[src/rtl/uart_pkg.sv]
// Shared UART definitions: default bit period and receiver state encoding,
// common to the transmitter and receiver ends of the link.
package uart_pkg;

    localparam int BAUD_DIV_DEFAULT = 2604;

    typedef enum logic [1:0] {
        IDLE,
        START,
        DATA,
        STOP
    } rx_state_t;

endpackage

[src/rtl/uart_rx_if.sv]
// Consumer-side handshake of the UART receiver: received byte, sticky status
// flags and the acknowledge that clears them.
interface uart_rx_if;

    logic [7:0] rx_data;
    logic       rdy;
    logic       frm_err;
    logic       ovr;
    logic       clr_rdy;

    modport master (
        output rx_data,
        output rdy,
        output frm_err,
        output ovr,
        input  clr_rdy
    );

    modport slave (
        input  rx_data,
        input  rdy,
        input  frm_err,
        input  ovr,
        output clr_rdy
    );

endinterface

[src/rtl/uart_sync2.sv]
// Generic two-flop synchronizer for an asynchronous single-bit input; the
// reset value is a parameter so idle-high and idle-low lines both fit.
module uart_sync2 #(
    parameter logic RST_VAL = 1'b1
) (
    input  logic clk,
    input  logic rst_n,
    input  logic d,
    output logic q
);

    logic meta_reg;
    logic sync_reg;

    always_ff @(posedge clk or negedge rst_n) begin
        if (!rst_n) begin
            meta_reg <= RST_VAL;
            sync_reg <= RST_VAL;
        end else begin
            meta_reg <= d;
            sync_reg <= meta_reg;
        end
    end

    assign q = sync_reg;

endmodule

[src/rtl/uart_rx.sv]
// 8N1 UART receiver: synchronizes RX, validates the start bit at half a bit
// period, samples each bit mid-period and reports the byte with sticky flags.
module uart_rx
    import uart_pkg::*;
#(
    parameter int BAUD_DIV = BAUD_DIV_DEFAULT
) (
    input  logic      clk,
    input  logic      rst_n,
    input  logic      RX,
    uart_rx_if.master bus
);

    localparam int            CW        = $clog2(BAUD_DIV);
    localparam logic [CW-1:0] HALF_LOAD = CW'(BAUD_DIV / 2 - 1);
    localparam logic [CW-1:0] FULL_LOAD = CW'(BAUD_DIV - 1);
    localparam logic [CW-1:0] CNT_ONE   = CW'(1);

    logic          rx_s;
    logic          rx_prev_reg;
    logic          start_edge;

    rx_state_t     state_reg,    state_next;
    logic [CW-1:0] baud_cnt_reg, baud_cnt_next;
    logic [2:0]    bit_cnt_reg,  bit_cnt_next;
    logic [7:0]    shift_reg,    shift_next;
    logic [7:0]    data_reg,     data_next;
    logic          rdy_reg,      rdy_next;
    logic          frm_err_reg,  frm_err_next;
    logic          ovr_reg,      ovr_next;

    uart_sync2 #(.RST_VAL(1'b1)) u_sync (
        .clk   (clk),
        .rst_n (rst_n),
        .d     (RX),
        .q     (rx_s)
    );

    // Only a 1->0 transition arms reception, so a held-low line (break) is ignored.
    assign start_edge = !rx_s && rx_prev_reg;

    always_comb begin
        state_next    = state_reg;
        baud_cnt_next = baud_cnt_reg;
        bit_cnt_next  = bit_cnt_reg;
        shift_next    = shift_reg;
        data_next     = data_reg;
        rdy_next      = rdy_reg;
        frm_err_next  = frm_err_reg;
        ovr_next      = ovr_reg;

        // Clear first so a set event in the same cycle takes priority.
        if (bus.clr_rdy) begin
            rdy_next     = 1'b0;
            frm_err_next = 1'b0;
            ovr_next     = 1'b0;
        end

        case (state_reg)
            IDLE: begin
                if (start_edge) begin
                    baud_cnt_next = HALF_LOAD;
                    bit_cnt_next  = 3'd0;
                    state_next    = START;
                end
            end
            START: begin
                if (baud_cnt_reg == '0) begin
                    if (rx_s) begin
                        state_next = IDLE;
                    end else begin
                        baud_cnt_next = FULL_LOAD;
                        state_next    = DATA;
                    end
                end else begin
                    baud_cnt_next = baud_cnt_reg - CNT_ONE;
                end
            end
            DATA: begin
                if (baud_cnt_reg == '0) begin
                    shift_next    = {rx_s, shift_reg[7:1]};
                    bit_cnt_next  = bit_cnt_reg + 3'd1;
                    baud_cnt_next = FULL_LOAD;
                    if (bit_cnt_reg == 3'd7) begin
                        state_next = STOP;
                    end
                end else begin
                    baud_cnt_next = baud_cnt_reg - CNT_ONE;
                end
            end
            STOP: begin
                if (baud_cnt_reg == '0) begin
                    state_next = IDLE;
                    if (rx_s) begin
                        data_next = shift_reg;
                        rdy_next  = 1'b1;
                        if (rdy_reg && !bus.clr_rdy) begin
                            ovr_next = 1'b1;
                        end
                    end else begin
                        frm_err_next = 1'b1;
                    end
                end else begin
                    baud_cnt_next = baud_cnt_reg - CNT_ONE;
                end
            end
            default: begin
                state_next = IDLE;
            end
        endcase
    end

    always_ff @(posedge clk or negedge rst_n) begin
        if (!rst_n) begin
            rx_prev_reg  <= 1'b1;
            state_reg    <= IDLE;
            baud_cnt_reg <= '0;
            bit_cnt_reg  <= 3'd0;
            shift_reg    <= 8'h00;
            data_reg     <= 8'h00;
            rdy_reg      <= 1'b0;
            frm_err_reg  <= 1'b0;
            ovr_reg      <= 1'b0;
        end else begin
            rx_prev_reg  <= rx_s;
            state_reg    <= state_next;
            baud_cnt_reg <= baud_cnt_next;
            bit_cnt_reg  <= bit_cnt_next;
            shift_reg    <= shift_next;
            data_reg     <= data_next;
            rdy_reg      <= rdy_next;
            frm_err_reg  <= frm_err_next;
            ovr_reg      <= ovr_next;
        end
    end

    assign bus.rx_data = data_reg;
    assign bus.rdy     = rdy_reg;
    assign bus.frm_err = frm_err_reg;
    assign bus.ovr     = ovr_reg;

endmodule
[src/flat_wrapper.sv]
// flat-port wrapper written by rule: the top's interface ports become plain ports
module uart_rx_flat import uart_pkg::*;
#(
    parameter int BAUD_DIV = BAUD_DIV_DEFAULT
)
  (clk, rst_n, RX, bus_rx_data, bus_rdy, bus_frm_err, bus_ovr, bus_clr_rdy);
  uart_rx_if bus_i ();
  input  logic clk;
  input  logic rst_n;
  input  logic RX;
  output wire logic [$bits(bus_i.rx_data)-1:0] bus_rx_data;
  output wire logic [$bits(bus_i.rdy)-1:0] bus_rdy;
  output wire logic [$bits(bus_i.frm_err)-1:0] bus_frm_err;
  output wire logic [$bits(bus_i.ovr)-1:0] bus_ovr;
  input wire logic [$bits(bus_i.clr_rdy)-1:0] bus_clr_rdy;
  assign bus_rx_data = bus_i.rx_data;
  assign bus_rdy = bus_i.rdy;
  assign bus_frm_err = bus_i.frm_err;
  assign bus_ovr = bus_i.ovr;
  assign bus_i.clr_rdy = bus_clr_rdy;
  uart_rx #(.BAUD_DIV(BAUD_DIV)) u_core (.clk(clk), .rst_n(rst_n), .RX(RX), .bus(bus_i));
endmodule
[config.mk]
export PLATFORM = sky130hd
export DESIGN_NAME = uart_rx_flat
export DESIGN_NICKNAME = d
export VERILOG_FILES = /design/src/rtl/uart_pkg.sv /design/src/rtl/uart_rx_if.sv /design/src/rtl/uart_sync2.sv /design/src/rtl/uart_rx.sv /design/src/flat_wrapper.sv
export SDC_FILE = /design/constraint.sdc
export NUM_CORES = 1
export LEC_CHECK = 0
export ABC_AREA = 1
export CAP_MARGIN = 20
export CORE_MARGIN = 2
export CORE_UTILIZATION = 50
export DETAILED_ROUTE_END_ITERATION = 8
export PLACE_DENSITY = 0.67
export SETUP_SLACK_MARGIN = 0.1
export SYNTH_ARGS = -nofsm -noshare
export SYNTH_HDL_FRONTEND = slang
export SYNTH_SLANG_ARGS = --single-unit
[constraint.sdc]
create_clock -name clk -period 2.6 [get_ports clk]
set_clock_uncertainty 0.05 [all_clocks]
set_input_delay 0.65 -clock clk [delete_from_list [all_inputs] [get_ports clk]]
set_output_delay 0.65 -clock clk [all_outputs]
set_load 0.01 [all_outputs]
==> Yosys cells after proc, flatten, opt, wreduce, memory -nomap -nowiden <==
Index checks and enable logic that the tools add are counted.
{ "word_totals": {"output_inout_bits": 11, "regBits": 39, "word_cells": 65} }
{ "classes": {"eq_ne": 11, "muxes": 29, "reduce_logical": 12, "addsub": 2} }
{ "ops": {"columns": ["op", "count"], "rows": [
  ["$mux 12", 5],
  ["$pmux 12 s4", 1],
  ["$mux 1", 13],
  ["$logic_not 12->1", 1],
  ["$mux 2", 6],
  ["$sub 12x1->12 const B", 1],
  ["$ne 2x1->1 const B", 5],
  ["$reduce_and 3->1", 3],
  ["$pmux 2 s4", 1],
  ["$mux 3", 2],
  ["$pmux 3 s2", 1],
  ["$reduce_and 5->1", 1],
  ["$eq 2x2->1 const B", 2],
  ["$add 3x1->3 const B", 1],
  ["$eq 3x3->1 const B", 1],
  ["$ne 3x3->1 const B", 1],
  ["$eq 2x1->1 const B", 1],
  ["$logic_and 1x1->1", 2],
  ["$logic_not 1->1", 2],
  ["$logic_not 2->1", 1],
  ["$ne 2x2->1 const B", 1],
  ["$reduce_and 2->1", 1],
  ["$reduce_bool 2->1", 1]
]} }

==> Depth between registers and ports, before layout <==
Gate-level depths: netlist (run 1).
{ "depth": {"ltp_word": 6, "depth_mapped": 11, "ltp_nobuf": 11} }

==> By module <==
A second synthesis (run 1) with hierarchy kept.
{ "hier_totals": {"cells_unflattened": 244, "hier_area_um2": 2100.8} }
{ "by_module_without_submodules": {"columns": ["module", "cells_per_inst", "n_inst", "area_per_inst_um2"], "rows": [
  ["uart_rx", 242, 1, 2048.2],
  ["uart_sync2", 2, 1, 52.6]
]} }

==> Least setup slack after synthesis (run 1) <==
No wires, ideal clock.
{ "synth_timing": {"path_kind": "reg-to-reg", "from": "register u_core.state_reg[0]", "to": "register u_core.state_reg[0]", "required_time_ns": 2.428, "stages_incl_launch_ff": 11, "synth_period_minus_slack_ns": 1.580, "slack_ns": 1.020, "arrival_time_ns": 1.408, "cell_sequence": "dfrtp_1 inv_1 ha_1 inv_1 a21oi_2 inv_1 nand2_1 nor2_2 nand2_1 nand2_1 o21ai_1"} }
{ "synth_between": {"elab_chain_len": 3, "word_cells_on_any_way": 11, "classes_between": "eq/ne (8); mux (1); reduce/logical (2)"} }
{ "synth_lines": {"columns": ["element", "line", "source"], "rows": [
  ["start: declaration", "uart_rx.sv:23", "rx_state_t state_reg, state_next;"],
  ["start signal: assignment", "uart_rx.sv:126", "state_reg <= state_next;"],
  ["$eq 2x2->1, or another cell as far along", "uart_rx.sv:59", "case (state_reg)"],
  ["$ne 2x1->1 (no source line)", null, null],
  ["$reduce_and 5->1 (no source line)", null, null]
]} }
Parallel ways exist; a longest one is shown, timed or not.
A chain may end at the register's enable or synchronous reset.

==> Final worst setup path (run 1) <==
{ "layout_timing": {"from": "register u_core.rdy_reg (netlist: u_core.bus.rdy)", "to": "output bus_rdy"} }
{ "layout_rtl": {"columns": ["element", "line", "source"], "rows": [
  ["start: declaration", "uart_rx.sv:28", "logic rdy_reg, rdy_next;"],
  ["start signal: assignment", "uart_rx.sv:131", "rdy_reg <= rdy_next;"],
  ["end: declaration", "flat_wrapper.sv:12", "output wire logic [$bits(bus_i.rdy)-1:0] bus_rdy;"]
]} }
No word-level cell between the ends.

==> results of run 1 <==
## cells by family after synthesis
kind of cell | count (synthesis) | share of synthesized area, %
simple gates | 108 | 24.7
compound gates | 45 | 13.8
buf+inv | 40 | 7.98
flops | 39 | 46.3
fa+ha+maj | 8 | 4.73
xor+xnor | 6 | 2.48
## cell usage after synthesis
master,number
nand2_2,6
nand2_1,54
inv_1,33
nor2_4,1
dfrtp_1,36
nand2_4,3
nand4_1,4
nor2_2,4
o21ai_1,11
clkinv_2,1
inv_4,1
o21ai_2,12
clkbuf_1,1
nand3_4,2
a21oi_1,8
a22o_1,2
nor3_1,1
ha_1,8
xor2_1,6
nor2_1,24
o21bai_1,1
o21ai_0,7
a21oi_2,3
buf_6,2
nand3_1,8
nor3_4,1
dfstp_2,3
a31oi_1,1
inv_2,2
## worst max-delay path by stage
stage | from | slack, ps | end
4_1_cts | u_core.bus.rdy | 670 | bus_rdy
5_1_grt | u_core.state_reg[0] | 610 | u_core.state_reg[0]
3_5_place_dp | u_core.state_reg[0] | 770 | u_core.state_reg[0]
2_1_floorplan | u_core.state_reg[0] | 1020 | u_core.state_reg[0]
6_report | u_core.bus.rdy | 680 | bus_rdy
3_3_place_gp | u_core.state_reg[0] | 840 | u_core.state_reg[0]
## cell type report
class	count	area, um2
Clock inverter	2	12.5
Sequential cell	39	980
Tap cell	50	62.6
Multi-Input combinational cell	167	967
Clock buffer	6	72.6
Inverter	37	143
Timing Repair Buffer	14	135
Fill cell	384	1660
## power by group through the flow
stage / Combinational, mW / Sequential (mW) / Clock, mW
after CTS: 1.03 / 0.811 / 0.428
after global routing: 1.19 / 0.828 / 0.450
after detailed placement: 1.03 / 0.822 / 0
after floorplan: 0.829 / 0.800 / 0
final: 1.03 / 0.812 / 0.416
after global placement: 1.01 / 0.819 / 0
## layer usage
layer,wire (um),GRT usage [%]
met5,0,0
met4,76,8.06
met3,153,4.39
met2,1870,31.7
met1,1870,24.0
## layout by cell type (no fill, tap or decap)
cell | synthesis | final
nand2_1 | 54 | 54
dfrtp_1 | 36 | 36
inv_1 | 33 | 33
nor2_1 | 24 | 24
clkdlybuf4s50_1 | 0 | 13
o21ai_2 | 12 | 12
o21ai_1 | 11 | 11
a21oi_1 | 8 | 8
nand3_1 | 8 | 8
ha_1 | 8 | 8
o21ai_0 | 7 | 7
nand2_2 | 6 | 6
xor2_1 | 6 | 6
clkbuf_8 | 0 | 5
nor2_2 | 4 | 4
nand4_1 | 4 | 4
a21oi_2 | 3 | 3
nand2_4 | 3 | 3
dfstp_2 | 3 | 3
inv_2 | 2 | 2
a22o_1 | 2 | 2
nand3_4 | 2 | 2
clkinv_2 | 1 | 2
nor2_4 | 1 | 1
a31oi_1 | 1 | 1
nor3_4 | 1 | 1
inv_4 | 1 | 1
nor3_1 | 1 | 1
o21bai_1 | 1 | 1
clkinvlp_4 | 0 | 1
clkbuf_1 | 1 | 1
buf_2 | 0 | 1
==> impl_results.md, run 1 <==
- Total placed instance area: 2290 um2
- CTS tree: done
- Die X: 69.1 um
- Synth area leaders: dfrtp_1, nand2_1, inv_1
- P_int: about 1.2 mW
- Psw: 1.02 mW
- CTS sink cnt: 39
- Max reg flops: 12
- Largest net degree at the start of global routing: 40
- Hold_buf cts: 0
- Hold depth: 0
- Switching share of power: a little under half
- Synth top area share: ~43%
- Wire per inst: roughly 13 um
- Seq/Total Area, Yosys: 46.3%
- Sequential power share: 36.0%
- Pre-Repair DR Iteration Count: 4
- First-pass GRT wire length: 7340 um
- Final setup vio count: 0
- Slew HR: 43.5%
- Hold Crit Class: reg2reg
- YS warnings: 0
- Clock power frac: between 10% and 20%
- #FFs+latches synth: 39
- CP Class: reg2out
- Comb power frac: 45.6%
- Syn Inst Count: 246
- CP max stage delay: between 500 and 600 ps
- Final cell count without fillers: 315
- # resized after CTS: 0
- Initial Util: 52.5%
- VDD IR-drop max: 0.590 mV
- Routability Congestion: 0.867
- Critical Path Stages: 1
- Netlist Area Pre-Place: about 2100 um2
- CORE AREA: 4030 um2
- Crit-path max FO: 3
- Fin worst setup slack: 675 ps
- Netlist cell types: 29
- Hold EP: u_core.u_sync.q
- Slew @ Worst Pin: 848 ps
- Antenna diodes: 0
- Critical path, cell by cell: clkdlybuf4s50_1
- Max-cap violations: 0
- Reg-to-reg endpoint: u_core.state_reg[0]
- Dpl hpwl: 2890 um
- Initial antenna violation count: 0
- Pre-CTS worst setup slack: 767 ps
- Area growth from synthesis to layout: 12.1%
- Total Wirelength: between 3000 and 4000 um
- Share of cells above drive strength 1: 17.7%
- Drt via density: ~5.0
- Number of global-route vias before repair: roughly 1600
- CTS Buffer Depth: 2
- Setup bufs post-CTS: 0
- Grt ovf: 0
- Reg2Reg Depth: 10
- Root buffer cell: clkbuf_8
- Slowest library cell on the worst path: clkdlybuf4s50_1
- Clock Latency Late Sink: 300 ps
- Worst path bufs/invs: 1
- RSZ-0062 raised after global routing: no
- Worst Setup End Kind: primary output
- Final net count: 276
- Final Max Tran Viols: 0
- Total track usage: 19.1%
- Final ANT Viol Nets: 0
- Final core occ: 58.9%
- Number of core rows: 23
- Worst R2R Start: u_core.state_reg[0]
- Synth Area per Inst: 8.60 um2
- Via count: 1578
- Hold Slack: 309 ps
- Final hold violation count: 0
- Overall power: 2.26 mW
- Largest delay contributor family on the critical path: buffers and inverters
- Die Y: 69.1 um
- Peak Freq: 519 MHz
- Crit path arrival time: 1220 ps
- Die area: ~4800 um2
- Fin crit period: 1920 ps
- Post-route cell area: 2370 um2
- Cell taking the most area after synthesis: dfrtp_1
- Cell Pwr Density: 951 nW/um2
- Htree depth: 2
- Reg2reg setup slack: 750 ps
- # port buffers: 14
- Syn nets: 258
- DRC: 0
- Clk slew on worst S/H paths: 70 ps
- Hold Path Origin: u_core.u_sync.meta_reg
- Final setup TNS: 0 ps
- Lkg Pwr: 1.14 nW
- Num CTS Buffers: 5
- Crit start category: flip-flop
- Outcome: complete, no violations
- I/O Pins: 15
- Required time of the critical path: 1900 ps
- Inst Count DP: between 300 and 400
- DRT iter0 DRCs: between 80 and 90
- Tcrit/Tclk final: 74.0%
(Power assumes the default switching activity.)
==> inputs of run 2 (changes only) <==
--- a/config.mk
+++ b/config.mk
@@ -10,7 +10,7 @@
 export CORE_MARGIN = 2
 export CORE_UTILIZATION = 50
 export DETAILED_ROUTE_END_ITERATION = 8
-export PLACE_DENSITY = 0.67
+export PLACE_DENSITY = 0.69
 export SETUP_SLACK_MARGIN = 0.1
 export SYNTH_ARGS = -nofsm -noshare
 export SYNTH_HDL_FRONTEND = slang
==> constraint.sdc (replaced) <==
create_clock -name clk -period 1.7 [get_ports clk]
set_clock_uncertainty 0.05 [all_clocks]
set_input_delay 0.425 -clock clk [delete_from_list [all_inputs] [get_ports clk]]
set_output_delay 0.425 -clock clk [all_outputs]
set_load 0.01 [all_outputs]
==> run 2 against run 1 <==
Effect of this change: routed wire length increased by 16%; die area unchanged; combinational power increased by 130%; clock power increased by 120%; sequential power increased by 54%; sequential share of layout area decreased by 5.6 points; highest routed layer unchanged; critical path depth increased by 9; total power increased by 100%.
==> impl_results.md, run 2 (synthesized netlist as in run 1, its figures left out) <==
- Crit start category: flip-flop (unchanged)
- Critical path, cell by cell: nor2_2, nand2_2, nor2_2, nand2_2, nand2_1, nand2_2, nor2_4, nand2_2, nand2_2, o21ai_2 (was clkdlybuf4s50_1)
- Hold Crit Class: in2async (was reg2reg)
- Final net count: 299 (was 276)
- Fin crit period: 1650 ps
- Peak Freq: between 600 and 700 MHz
- CP max stage delay: 430 ps (was 550 ps)
- Antenna diodes: 0 (unchanged)
- Max-cap violations: 0 (unchanged)
- Final setup vio count: 0 (unchanged)
- Total Wirelength: 4600 um (was 3970 um)
- Die area: 4770 um2 (unchanged)
- CTS tree: done (unchanged)
- CP Class: reg2reg (was reg2out)
- Initial antenna violation count: 0 (unchanged)
- Die Y: 69.1 um (unchanged)
- Fin worst setup slack: 50.4 ps (was 675 ps)
- Commonest non-fill, non-tap cell in the layout: nand2_1 (unchanged)
- Outcome: complete, no violations (unchanged)
- Htree depth: 2 (unchanged)
- VDD IR-drop max: 0.909 mV (was 0.590 mV)
- CTS sink cnt: 39 (unchanged)
- Clock Latency Late Sink: 290 ps (was 300 ps)
- Initial Util: 52.5% (unchanged)
- Crit path arrival time: 1780 ps (was 1220 ps)
- CTS Buffer Depth: 2 (unchanged)
- CORE AREA: 4030 um2 (unchanged)
- Routability Congestion: 0.937 (was 0.867)
- I/O Pins: 15 (unchanged)
- Drt via density: 5.17 (was 5.01)
- Share of cells above drive strength 1: 35.1% (was 17.7%)
- Max reg flops: 12 (unchanged)
- Required time of the critical path: 1830 ps (was 1900 ps)
- Final Max Tran Viols: 0 (unchanged)
- Number of global-route vias before repair: 1596 (was 1624)
- Slowest library cell on the worst path: dfrtp_1 (was clkdlybuf4s50_1)
- Root buffer cell: clkbuf_8 (unchanged)
- Final setup TNS: 0 ps (unchanged)
- Pre-CTS worst setup slack: 20.8 ps (was 767 ps)
- Worst Setup End Kind: flip-flop (was primary output)
- Critical Path Source: u_core.baud_cnt_reg[4] (was u_core.bus.rdy)
- Wire per inst: 13.6 um (was 12.6 um)
- DRT iter0 DRCs: 106 (was 81)
- # port buffers: 14 (unchanged)
- Largest net degree at the start of global routing: 40 (unchanged)
- Crit-path max FO: 4 (was 3)
- Area growth from synthesis to layout: 30.3% (was 12.1%)
- Slew HR: 78.3% (was 43.5%)
- Cell Pwr Density: 1630 nW/um2 (was 951 nW/um2)
- Grt ovf: 0 (unchanged)
- Total track usage: 19.1% (about the same)
- Final core occ: 68.4% (was 58.9%)
- First-pass GRT wire length: 7390 um (was 7340 um)
- Pre-Repair DR Iteration Count: 4 (unchanged)
- DRC: 0 (unchanged)
- Die X: 69.1 um (unchanged)
- Slew @ Worst Pin: 326 ps (was 848 ps)
- Tcrit/Tclk final: 97.0%
- Worst R2R Start: u_core.baud_cnt_reg[4] (was u_core.state_reg[0])
- Clk slew on worst S/H paths: 80 ps (was 70 ps)
- Most frequent cells in the layout: nand2_1, dfrtp_1, inv_1 (unchanged)
- Via count: 1746 (was 1578)
- Final hold violation count: 0 (unchanged)
- Final ANT Viol Nets: 0 (unchanged)
- Num CTS Buffers: 5 (unchanged)
- Dpl hpwl: 3040 um (was 2890 um)
- RSZ-0062 raised after global routing: yes (was no)
- Most Frequent Cell on Critical Path: nand2_2
- Lkg Pwr: 1.34 nW (was 1.14 nW)
- Hold_buf cts: 0 (unchanged)
- Overall power: 4.50 mW (was 2.26 mW)
- Number of core rows: 23 (unchanged)
## run 2: repair_timing
item,in CTS,in global routing
endpoints found under the setup margin,21,28
gates cloned,0,1
gates resized for setup,19,40
buffers inserted,4,7
pin swaps,4,15
## run 2: worst paths after layout
| path | cells past startpoint | endpoint | slack, ps |
|---|---|---|---|
| max in group asynchronous | 2 | u_core.u_sync.meta_reg | 1300 |
| min reg2reg | 0 | u_core.u_sync.q | 320 |
| min | 2 | u_core.baud_cnt_reg[1] | 30 |
| max reg2reg | 10 | u_core.state_reg[0] | 50 |
| min in group clk | 0 | u_core.u_sync.q | 320 |
| max | 10 | u_core.state_reg[0] | 50 |
## run 2: area by class of cell
cell class / instances / area [um2]
inverters: 37 / 150
multi-input cells: 168 / 1120
fillers: 334 / 1270
clock buffers: 6 / 72.6
clock inverters: 2 / 60.1
flip-flops and latches: 39 / 983
well taps: 50 / 62.6
repair buffers: 36 / 307
## run 2: through the flow
stage                     hold slack (ps)  cells  cell area [um2]
final                                32.9    338             2760
after global routing                 47.9    338             2760
after CTS                            45.1    330             2550
after detailed placement              307    318             2380
after global placement                296    318             2380
after floorplan                      79.4    246             2120
## run 2: where the power goes
group          internal, mW  switching (mW)
Sequential             1.10           0.154
Clock                 0.587           0.326
Combinational         0.926            1.41
## run 2: critical path: cells and delay by family (launching register included)
family,cells,cell delay (ps)
DFF,1,430
and+or+nand+nor,9,1010
AOI/OAI and AO/OA,1,50
## run 2: per-layer routing
| metal | share of wire, % | up-vias | track usage, % |
|---|---|---|---|
| li1 | - | 864 | - |
| met1 | 44 | 827 | 25.5 |
| met2 | 49 | 42 | 30.1 |
| met3 | 4.1 | 13 | 4.68 |
| met4 | 2.3 | 0 | 7.19 |
| met5 | 0 | - | 0 |
==> inputs of run 3 (changes only) <==
--- a/config.mk
+++ b/config.mk
@@ -6,12 +6,13 @@
 export NUM_CORES = 1
 export LEC_CHECK = 0
 export ABC_AREA = 1
+export ABC_CLOCK_PERIOD_IN_PS = 1700
 export CAP_MARGIN = 20
 export CORE_MARGIN = 2
-export CORE_UTILIZATION = 50
+export CORE_UTILIZATION = 52
 export DETAILED_ROUTE_END_ITERATION = 8
-export PLACE_DENSITY = 0.69
-export SETUP_SLACK_MARGIN = 0.1
+export PLACE_DENSITY = 0.72
+export SETUP_SLACK_MARGIN = 0.4
 export SYNTH_ARGS = -nofsm -noshare
 export SYNTH_HDL_FRONTEND = slang
 export SYNTH_SLANG_ARGS = --single-unit
==> run 3 against run 2 <==
Effect of this change: final cell count grew 3.6%; sequential power about the same; total power grew 1.3%; core utilization rose by 4.3 points; hold slack lost 11 ps; die area fell by 3.6%; clock-buffer cell count stayed put; cell area rose by 4.8%; largest cell class unchanged; combinational power rose by 8%; largest power group unchanged; first-iteration DRC count up 1.9%; sequential share of layout area is 1.6 points lower; register-to-register slack gained 30 ps.
==> impl_results.md, run 3 (synthesized netlist as in run 1, its figures left out) <==
- Outcome: complete, no violations (unchanged)
- Final hold violation count: 0 (unchanged)
- CTS Buffer Depth: 2 (unchanged)
- VDD IR-drop max: 0.683 mV (was 0.909 mV)
- Crit start category: flip-flop (unchanged)
- Pre-CTS worst setup slack: 72.8 ps (was 20.8 ps)
- CORE AREA: 3970 um2 (was 4030 um2)
- Cell Pwr Density: 1580 nW/um2 (was 1630 nW/um2)
- Hold Crit Class: in2async (unchanged)
- Psw: 1.99 mW (was 1.89 mW)
- Final core occ: 72.7% (was 68.4%)
- CTS sink cnt: 39 (unchanged)
- Root buffer cell: clkbuf_8 (unchanged)
- Slew HR: 74.4% (was 78.3%)
- RSZ-0062 raised after global routing: yes (unchanged)
- Antenna diodes: 0 (unchanged)
- Crit path arrival time: 1760 ps (was 1780 ps)
- Fin crit period: 1620 ps (was 1650 ps)
- # port buffers: 14 (unchanged)
- Number of core rows: 23 (unchanged)
- Num CTS Buffers: 5 (unchanged)
- Clock power frac: 17.3% (was 20.3%)
- Clk slew on worst S/H paths: 80 ps (about the same)
- CTS tree: done (unchanged)
- Largest net degree at the start of global routing: 40 (unchanged)
- Worst Setup End Kind: flip-flop (unchanged)
- Total Wirelength: 5070 um (was 4600 um)
- Final ANT Viol Nets: 0 (unchanged)
- Drt via density: 5.19 (was 5.17)
- Peak Freq: 616 MHz (was 606 MHz)
- Final setup vio count: 0 (unchanged)
- Register area: 983 um2 (unchanged)
- Overall power: 4.56 mW (was 4.50 mW)
- DRT iter0 DRCs: 108 (was 106)
- Total track usage: 23.7% (was 19.1%)
- First-pass GRT wire length: 7850 um (was 7390 um)
- Final setup TNS: 0 ps (unchanged)
- Share of cells above drive strength 1: 47.7% (was 35.1%)
- Die X: 67.8 um (was 69.1 um)
- Switching share of power: 43.7% (was 42.0%)
- Max reg flops: 12 (unchanged)
- Die Y: 67.8 um (was 69.1 um)
- DRC: 0 (unchanged)
- CP Class: reg2reg (unchanged)
- Die area: 4590 um2 (was 4770 um2)
- Lkg Pwr: 1.36 nW (was 1.34 nW)
- Htree depth: 2 (unchanged)
- Hold Slack: 21.4 ps (was 32.9 ps)
- Area growth from synthesis to layout: 36.5% (was 30.3%)
- Final Max Tran Viols: 0 (unchanged)
- Most frequent cells in the layout: nand2_1, dfrtp_1, buf_4 (was nand2_1, dfrtp_1, inv_1)
- Inst Count DP: 312 (was 318)
- Via count: 1815 (was 1746)
- I/O Pins: 15 (unchanged)
- Wire per inst: 14.5 um (was 13.6 um)
- Initial antenna violation count: 0 (unchanged)
- Hold_buf cts: 0 (unchanged)
- P_int: 2.56 mW (was 2.61 mW)
- Fin worst setup slack: 77.8 ps (was 50.4 ps)
- FILL cells: 288 (was 334)
- Routability Congestion: 0.911 (was 0.937)
- Grt ovf: 0 (unchanged)
- Multi-input logic area: 1220 um2 (was 1120 um2)
- Final cell count without fillers: 350 (was 338)
- Sequential power share: 27.5% (was 27.8%)
- Tcrit/Tclk final: 95.4% (was 97.0%)
- Final net count: 311 (was 299)
- Pre-Repair DR Iteration Count: 4 (unchanged)
- Initial Util: 53.3% (was 52.5%)
- Crit-path max FO: 6 (was 4)
- Slew @ Worst Pin: 383 ps (was 326 ps)
- Number of global-route vias before repair: 1662 (was 1596)
- Clock Latency Late Sink: 300 ps (was 290 ps)
- Dpl hpwl: 3030 um (was 3040 um)
- Total placed instance area: 2380 um2 (about the same)
- Max-cap violations: 0 (unchanged)
- Post-route cell area: 2890 um2 (was 2760 um2)
- Comb power frac: 55.2% (was 51.9%)
- Required time of the critical path: 1830 ps (about the same)
run 3: power groups by stage:
stage | clock, mW | combinational, mW | sequential (mW)
2_1_floorplan | 0 | 1.38 | 1.23
3_3_place_gp | 0 | 1.73 | 1.24
3_5_place_dp | 0 | 1.76 | 1.25
4_1_cts | 0.796 | 2.10 | 1.23
5_1_grt | 0.829 | 2.76 | 1.28
6_report | 0.787 | 2.52 | 1.25
run 3: path summary, 6_finish.rpt:
check                                  startpoint                     end  slack [ps]  depth (start not counted)
max                        u_core.baud_cnt_reg[3]  u_core.baud_cnt_reg[5]          80                          8
min                                         rst_n  u_core.baud_cnt_reg[7]          20                          2
max reg2reg                u_core.baud_cnt_reg[3]  u_core.baud_cnt_reg[5]          80                          8
min reg2reg                u_core.u_sync.meta_reg         u_core.u_sync.q         310                          0
max in group asynchronous                   rst_n         u_core.u_sync.q        1300                          2
min in group clk           u_core.u_sync.meta_reg         u_core.u_sync.q         310                          0
run 3: what timing repair did:
item / 4_1_cts / 5_1_grt
cloned: 1 / 1
resized for setup: 68 / 35
setup endpoints to repair: 47 / 47
setup buffers: 14 / 14
pin swaps: 8 / 17
run 3: metal layers:
metal | track usage [%] | part of all wire, % | wire [um]
met3 | 3.50 | 4.3 | 219
met4 | 9.50 | 2.2 | 113
met1 | 30.9 | 43 | 2180
met2 | 39.7 | 50 | 2560
met5 | 0 | 0 | 0
run 3: cell type report:
class	instances	share of cell area, %
Multi-Input combinational cell	169	42.3
Clock buffer	6	2.51
Inverter	37	5.50
Timing Repair Buffer	47	12.2
Clock inverter	2	1.30
Tap cell	50	2.17
Sequential cell	39	34.0
run 3: critical path, stage by stage, from the launching register on:
cell	delay (ps)
dfrtp_2	450
nor2_4	180
nand2_2	90
nor3_4	220
nand3_4	170
nand2_4	140
nor2_4	50
o21ai_1	90
nand2_1	70
